`src/rtl/qsystd_pwm_pkg.sv`:
```
// Shared constants for the qsystd PWM generator: register map, CTRL bit positions,
// default counter width.
package qsystd_pwm_pkg;

  localparam int unsigned ADDR_CTRL     = 0;
  localparam int unsigned ADDR_PRESCALE = 1;
  localparam int unsigned ADDR_PERIOD   = 2;
  localparam int unsigned ADDR_STATUS   = 3;
  localparam int unsigned ADDR_DUTY0    = 4;

  localparam int unsigned RUN_BIT       = 8;

  localparam int unsigned CNT_W_DEFAULT = 16;

endpackage

```
`src/rtl/qsystd_pwm_chan.sv`:
```
// One PWM channel: duty shadow, active duty loaded on wrap or while stopped, and a
// registered enable-gated comparator.
module qsystd_pwm_chan
  import qsystd_pwm_pkg::*;
#(
  parameter int unsigned CNT_W = CNT_W_DEFAULT
) (
  input  logic             clk,
  input  logic             reset_n,
  input  logic             duty_we,
  input  logic [CNT_W-1:0] wdata,
  input  logic             load,
  input  logic             en,
  input  logic [CNT_W-1:0] cnt,
  output logic [CNT_W-1:0] duty_sh,
  output logic             pwm
);

  logic [CNT_W-1:0] duty_sh_q;
  logic [CNT_W-1:0] duty_act_q;
  logic             pwm_q;

  // A load in the same clock as a shadow write picks up the pre-write shadow value.
  always_ff @(posedge clk or negedge reset_n) begin
    if (!reset_n) begin
      duty_sh_q  <= '0;
      duty_act_q <= '0;
      pwm_q      <= 1'b0;
    end else begin
      if (duty_we) begin
        duty_sh_q <= wdata;
      end
      if (load) begin
        duty_act_q <= duty_sh_q;
      end
      pwm_q <= en & (cnt < duty_act_q);
    end
  end

  assign duty_sh = duty_sh_q;
  assign pwm     = pwm_q;

endmodule

```
`src/rtl/qsystd_pwm_gen.sv`:
```
// Avalon-MM PWM generator: bus decode, read mux, shared prescaler and period counter,
// period shadow/active and wrap pulse; per-channel compare lives in qsystd_pwm_chan.
module qsystd_pwm_gen
  import qsystd_pwm_pkg::*;
#(
  parameter int unsigned NCH   = 8,
  parameter int unsigned CNT_W = CNT_W_DEFAULT
) (
  input  logic           clk,
  input  logic           reset_n,
  input  logic [3:0]     address,
  input  logic           chipselect,
  input  logic           write_n,
  input  logic [31:0]    writedata,
  output logic [31:0]    readdata,
  output logic [NCH-1:0] pwm_out,
  output logic           wrap
);

  logic             wr_en;
  logic [CNT_W-1:0] wdata;
  logic             unused_wdata;

  logic [NCH-1:0]   en_q;
  logic             run_q;
  logic [CNT_W-1:0] prescale_q;
  logic [CNT_W-1:0] period_sh_q;
  logic [CNT_W-1:0] period_act_q;
  logic [CNT_W-1:0] pre_cnt_q;
  logic [CNT_W-1:0] cnt_q;
  logic             wrap_q;
  logic [31:0]      rdata_d;
  logic [31:0]      rdata_q;

  logic             tick;
  logic             at_end;
  logic             load;
  logic [CNT_W-1:0] duty_sh [NCH];

  assign wr_en        = chipselect & ~write_n;
  assign wdata        = writedata[CNT_W-1:0];
  assign unused_wdata = ^writedata;

  assign tick   = run_q && (pre_cnt_q == prescale_q);
  assign at_end = (cnt_q == period_act_q);
  // While stopped the active registers track the shadows every clock.
  assign load   = !run_q || (tick && at_end);

  always_ff @(posedge clk or negedge reset_n) begin
    if (!reset_n) begin
      en_q        <= '0;
      run_q       <= 1'b0;
      prescale_q  <= '0;
      period_sh_q <= '0;
    end else if (wr_en) begin
      case (address)
        4'(ADDR_CTRL): begin
          en_q  <= writedata[NCH-1:0];
          run_q <= writedata[RUN_BIT];
        end
        4'(ADDR_PRESCALE): prescale_q  <= wdata;
        4'(ADDR_PERIOD):   period_sh_q <= wdata;
        default: ;
      endcase
    end
  end

  // Prescaler wraps through 2^CNT_W if PRESCALE is lowered below the current count.
  always_ff @(posedge clk or negedge reset_n) begin
    if (!reset_n) begin
      pre_cnt_q    <= '0;
      cnt_q        <= '0;
      period_act_q <= '0;
      wrap_q       <= 1'b0;
    end else begin
      if (!run_q || tick) begin
        pre_cnt_q <= '0;
      end else begin
        pre_cnt_q <= pre_cnt_q + CNT_W'(1);
      end

      if (!run_q) begin
        cnt_q <= '0;
      end else if (tick) begin
        cnt_q <= at_end ? '0 : cnt_q + CNT_W'(1);
      end

      if (load) begin
        period_act_q <= period_sh_q;
      end

      wrap_q <= run_q & tick & at_end;
    end
  end

  always_comb begin
    rdata_d = '0;
    case (address)
      4'(ADDR_CTRL): begin
        rdata_d[NCH-1:0] = en_q;
        rdata_d[RUN_BIT] = run_q;
      end
      4'(ADDR_PRESCALE): rdata_d[CNT_W-1:0] = prescale_q;
      4'(ADDR_PERIOD):   rdata_d[CNT_W-1:0] = period_sh_q;
      4'(ADDR_STATUS):   rdata_d[CNT_W-1:0] = cnt_q;
      default: begin
        for (int i = 0; i < int'(NCH); i++) begin
          if (address == 4'(ADDR_DUTY0 + i)) begin
            rdata_d[CNT_W-1:0] = duty_sh[i];
          end
        end
      end
    endcase
  end

  always_ff @(posedge clk or negedge reset_n) begin
    if (!reset_n) begin
      rdata_q <= '0;
    end else begin
      rdata_q <= rdata_d;
    end
  end

  for (genvar g = 0; g < int'(NCH); g++) begin : g_chan
    qsystd_pwm_chan #(
      .CNT_W(CNT_W)
    ) u_chan (
      .clk     (clk),
      .reset_n (reset_n),
      .duty_we (wr_en && (address == 4'(ADDR_DUTY0 + g))),
      .wdata   (wdata),
      .load    (load),
      .en      (en_q[g]),
      .cnt     (cnt_q),
      .duty_sh (duty_sh[g]),
      .pwm     (pwm_out[g])
    );
  end

  assign readdata = rdata_q;
  assign wrap     = wrap_q;

endmodule
```
`config.mk`:
```
export PLATFORM = sky130hd
export DESIGN_NAME = qsystd_pwm_gen
export DESIGN_NICKNAME = d
export VERILOG_FILES = /design/src/rtl/qsystd_pwm_pkg.sv /design/src/rtl/qsystd_pwm_chan.sv /design/src/rtl/qsystd_pwm_gen.sv
export SDC_FILE = /design/constraint.sdc
export NUM_CORES = 1
export LEC_CHECK = 0
export ABC_AREA = 1
export BUFFER_PORTS_ARGS = -buffer_cell sky130_fd_sc_hd__buf_2
export CAP_MARGIN = 10
export CORE_ASPECT_RATIO = 0.7
export CORE_MARGIN = 3
export CORE_UTILIZATION = 62
export DETAILED_ROUTE_END_ITERATION = 8
export PLACE_DENSITY_LB_ADDON = 0.2
export SLEW_MARGIN = 10
export SYNTH_ARGS = -nofsm -noshare
export SYNTH_HDL_FRONTEND = slang
export SYNTH_SLANG_ARGS = --single-unit
```
`constraint.sdc`:
```
create_clock -name clk -period 3.4 [get_ports clk]
set_input_delay 0.17 -clock clk [delete_from_list [all_inputs] [get_ports clk]]
set_output_delay 0.17 -clock clk [all_outputs]
set_load 0.05 [all_outputs]
```
==> metrics.csv <==
stage,metric,value,unit
run_status,status,finished clean,
sta,Final Max Tran Viols,0,
yosys,Mapped Area,0.0193,mm²
power,P_leak,11.1,nW
cts,post-cts sizing count,0,
finish,post-layout instance area,0.0211,mm²
detailed_routing,Total Routed Length,56.9,mm
detailed_routing,initial drt markers,2026,
yosys,Yosys warnings,0,
yosys,main area contributors after synthesis,"dfrtp_1 (48%), nand2_1 (16%), ha_1 (7.9%), o21ai_0 (5.4%), inv_1 (5.1%)",
finish,"commonest non-fill, non-tap cells in the layout","nand2_1 (804), dfrtp_1 (369), inv_1 (261)",
finish,register area,0.00926,mm²
finish,"leading cell type in the layout, fill and taps excluded",nand2_1,
setup_path,Worst EP arrival,3.10,ns
global_routing,first-pass GRT wire length,89.2,mm
sta,slew of the pin with the lowest slew margin,1.27,ns
global_routing,pin count of the biggest net entering global routing,108,
detailed_routing,DRC Markers,0,
setup_path,Critical Path Stages,11,
yosys,post-synth cell types,33,
global_routing,vias in the first global route,15900,
setup_path,worst path required time,3.87,ns
yosys,"Seq/Total Area, Yosys",0.479,
sta,Peak Freq,381,MHz
setup_path,Critical Path Fanout Max,107,
cts,CTS sink count,370,
cts,Clock transition at path regs,0.06,ns
sta,"Min Clock Period, post-route",2.63,ns
place,post-DP HPWL,39.6,mm
detailed_routing,Final ANT Viol Nets,0,
yosys,synthesized area per cell,7.92,µm²
global_routing,initial antenna violation count,4,
floorplanning,IO Count,81,
sta,final hold violations,0,
finish,area growth from synthesis to layout,9.30,%
yosys,cells after synthesis,2442,
setup_path,CP Buf/Inv Count,2,
setup_path,R2R Path End,g_chan[3].u_chan.duty_act_q[3],
cts,root buf cell,clkbuf_16,
finish,share of cells above drive strength 1,0.0701,
setup_path,critical path's top delay family,buffers and inverters,
sta,RSZ-0062 raised after global routing,false,
min_path,type of the most critical hold path,in2reg,
setup_path,crit path launch,cnt_q[3],
detailed_routing,vias,16900,
detailed_routing,Pre-Repair DR Iteration Count,7,
setup_path,critical path type,reg2reg,
yosys,Synth top area share,0.479,
place,GP Congestion,0.958,
place,Place WS,0.856,ns
setup_path,CP endpoint kind,register,
place,placed cell area,0.0199,mm²
detailed_routing,via-per-instance ratio,5.85,
finish,Layout fillers,2507,
setup_path,slowest cell delay on critical path,0.92,ns
cts,clk buf depth,3,
cts,TritonCTS clock tree,built,
global_routing,remaining global-route overflow,0,
sta,relative slew slack,0.152,
yosys,"area leader, netlist",dfrtp_1,
finish,# nets final,2615,
yosys,Synth Register Bits,370,
cts,Clock Latency Late Sink,0.55,ns
sta,Clock Skews,0.0210,ns
cts,cts bufs inserted,37,
global_routing,GR Util All Layers,0.345,
setup_path,r2r setup slk,0.77,ns
floorplanning,die width,217,µm
setup_path,cells along the critical path,buf_4 > nand2_1 > nand2_1 > nand2_1 > nor2_1 > nand2_1 > nor2_1 > nand3_4 > buf_4 > nand3_1 > nand2_1,
floorplanning,die area,0.0334,mm²
sta,endpoints failing setup,0,
setup_path,critical path endpoint,g_chan[3].u_chan.duty_act_q[3],
power,PD cells,609,mW/mm²
floorplanning,initial core utilization,0.636,
finish,area taken by multi-input logic gates,0.00843,mm²
cts,number of setup buffers added after CTS,0,
cts,H-tree depth,2,
detailed_routing,DR WL/cell,19.7,µm
setup_path,CP most frequent cell,nand2_1,
place,Port Buf Inserts,48,
setup_path,startpoint types,register,
floorplanning,Core Rows,53,
floorplanning,core area,0.0304,mm²
sta,worst setup margin,0.774,ns
setup_path,reg-to-reg startpoint,cnt_q[3],
sta,setup_tns,0,ns
power,Final Power,12.9,mW
setup_path,"Slowest-stage cell, CP",buf_4,
sta,Final Cycle Share,0.772,
setup_path,cells on worst reg2reg path,11,
job,Max-Cap Viols,0,
power,VDD IR max,0.000434,V
floorplanning,DIE HEIGHT,154,µm
## power breakdown
| part | switching, mW | leakage, nW | total, mW | internal (mW) |
|---|---|---|---|---|
| Clock | 1.78 | 0.596 | 4.12 | 2.34 |
| Combinational | 1.90 | 5.69 | 2.82 | 0.923 |
| Sequential | 0.674 | 4.85 | 5.94 | 5.27 |
| Total | 4.35 | 11.1 | 12.9 | 8.53 |
## area by class of cell
class	count	area share
repair buffers	96	0.0326
well taps	412	0.0244
flip-flops and latches	370	0.438
clock buffers	55	0.0524
multi-input cells	1675	0.399
inverters	273	0.0485
clock inverters	12	0.00450
diodes	1	0.000118
## per-stage QoR
step | std cells | hold slack (ns) | util
after global placement | 2825 | 0.218 | 0.656
after detailed placement | 2825 | 0.218 | 0.656
after floorplan | 2457 | -0.126 | -
after CTS | 2893 | 0.132 | 0.695
after global routing | 2893 | 0.178 | 0.695
final | 2894 | 0.168 | 0.696
## cell families (layout without fill, tap and decap cells)
family,Yosys count,after routing,synth area share
compound gates,346,346,0.0957
other cells,1,17,0.000194
simple gates,1164,1164,0.245
flops,370,370,0.479
xor+xnor,27,27,0.0122
buf+inv,412,436,0.0887
fa+ha+maj,122,122,0.0790
## sequential cells by signal (all words and copies together) (netlist names)
register	cells
cnt_q	16
g_chan.u_chan.duty_act_q	128
g_chan.u_chan.duty_sh	128
period_act_q	16
en_q	8
prescale_q	16
wrap	1
g_chan.u_chan.pwm	8
readdata	16
period_sh_q	16
pre_cnt_q	16
run_q	1
## synthesized netlist by cell type (all sizes together)
cell    number
nand2      805
dfrtp      370
inv        271
o21ai      209
nand3      187
ha         122
nor2       111
a21oi       97
buf         71
clkbuf      68
nand4       25
nor3        23
xor2        19
a221oi      13
o22ai        8
xnor2        8
o31a         7
o31ai        7
or2          6
a211oi       3
nor3b        3
nor4         3
clkinv       2
o21a         2
conb         1
nand3b       1
## how the worst min path moves through the flow
| stage | slack, ns | endpoint | depth (start not counted) | from |
|---|---|---|---|---|
| 3_3_place_gp | 0.22 | g_chan[6].u_chan.duty_act_q[6] | 1 | reset_n |
| 6_report | 0.17 | g_chan[2].u_chan.duty_sh[15] | 3 | writedata[15] |
| 2_1_floorplan | -0.13 | cnt_q[0] | 0 | reset_n |
| 4_1_cts | 0.13 | g_chan[1].u_chan.duty_sh[15] | 3 | writedata[15] |
| 5_1_grt | 0.18 | g_chan[1].u_chan.duty_sh[11] | 3 | writedata[11] |
| 3_5_place_dp | 0.22 | g_chan[6].u_chan.duty_act_q[6] | 1 | reset_n |
## repair_timing
item                       CTS  global route
hold endpoints to repair    78             0
setup endpoints to repair    0             0
hold buffers                 1             0
## metal layers
layer / global-route usage / share of wire / wire length (µm) / up-vias
li1: - / - / - / 7828
met2: 0.488 / 0.41 / 23500 / 908
met4: 0.128 / 0.038 / 2140 / 4
met5: 0 / 0.00040 / 23 / -
met3: 0.0952 / 0.13 / 7140 / 138
met1: 0.511 / 0.42 / 24100 / 8044
## worst min-delay path, cell delays in order
cell and delay (ns):
buf_2 0.07, inv_1 0.20, o21ai_0 0.22
No activity file was read; power rests on OpenSTA's default activity.
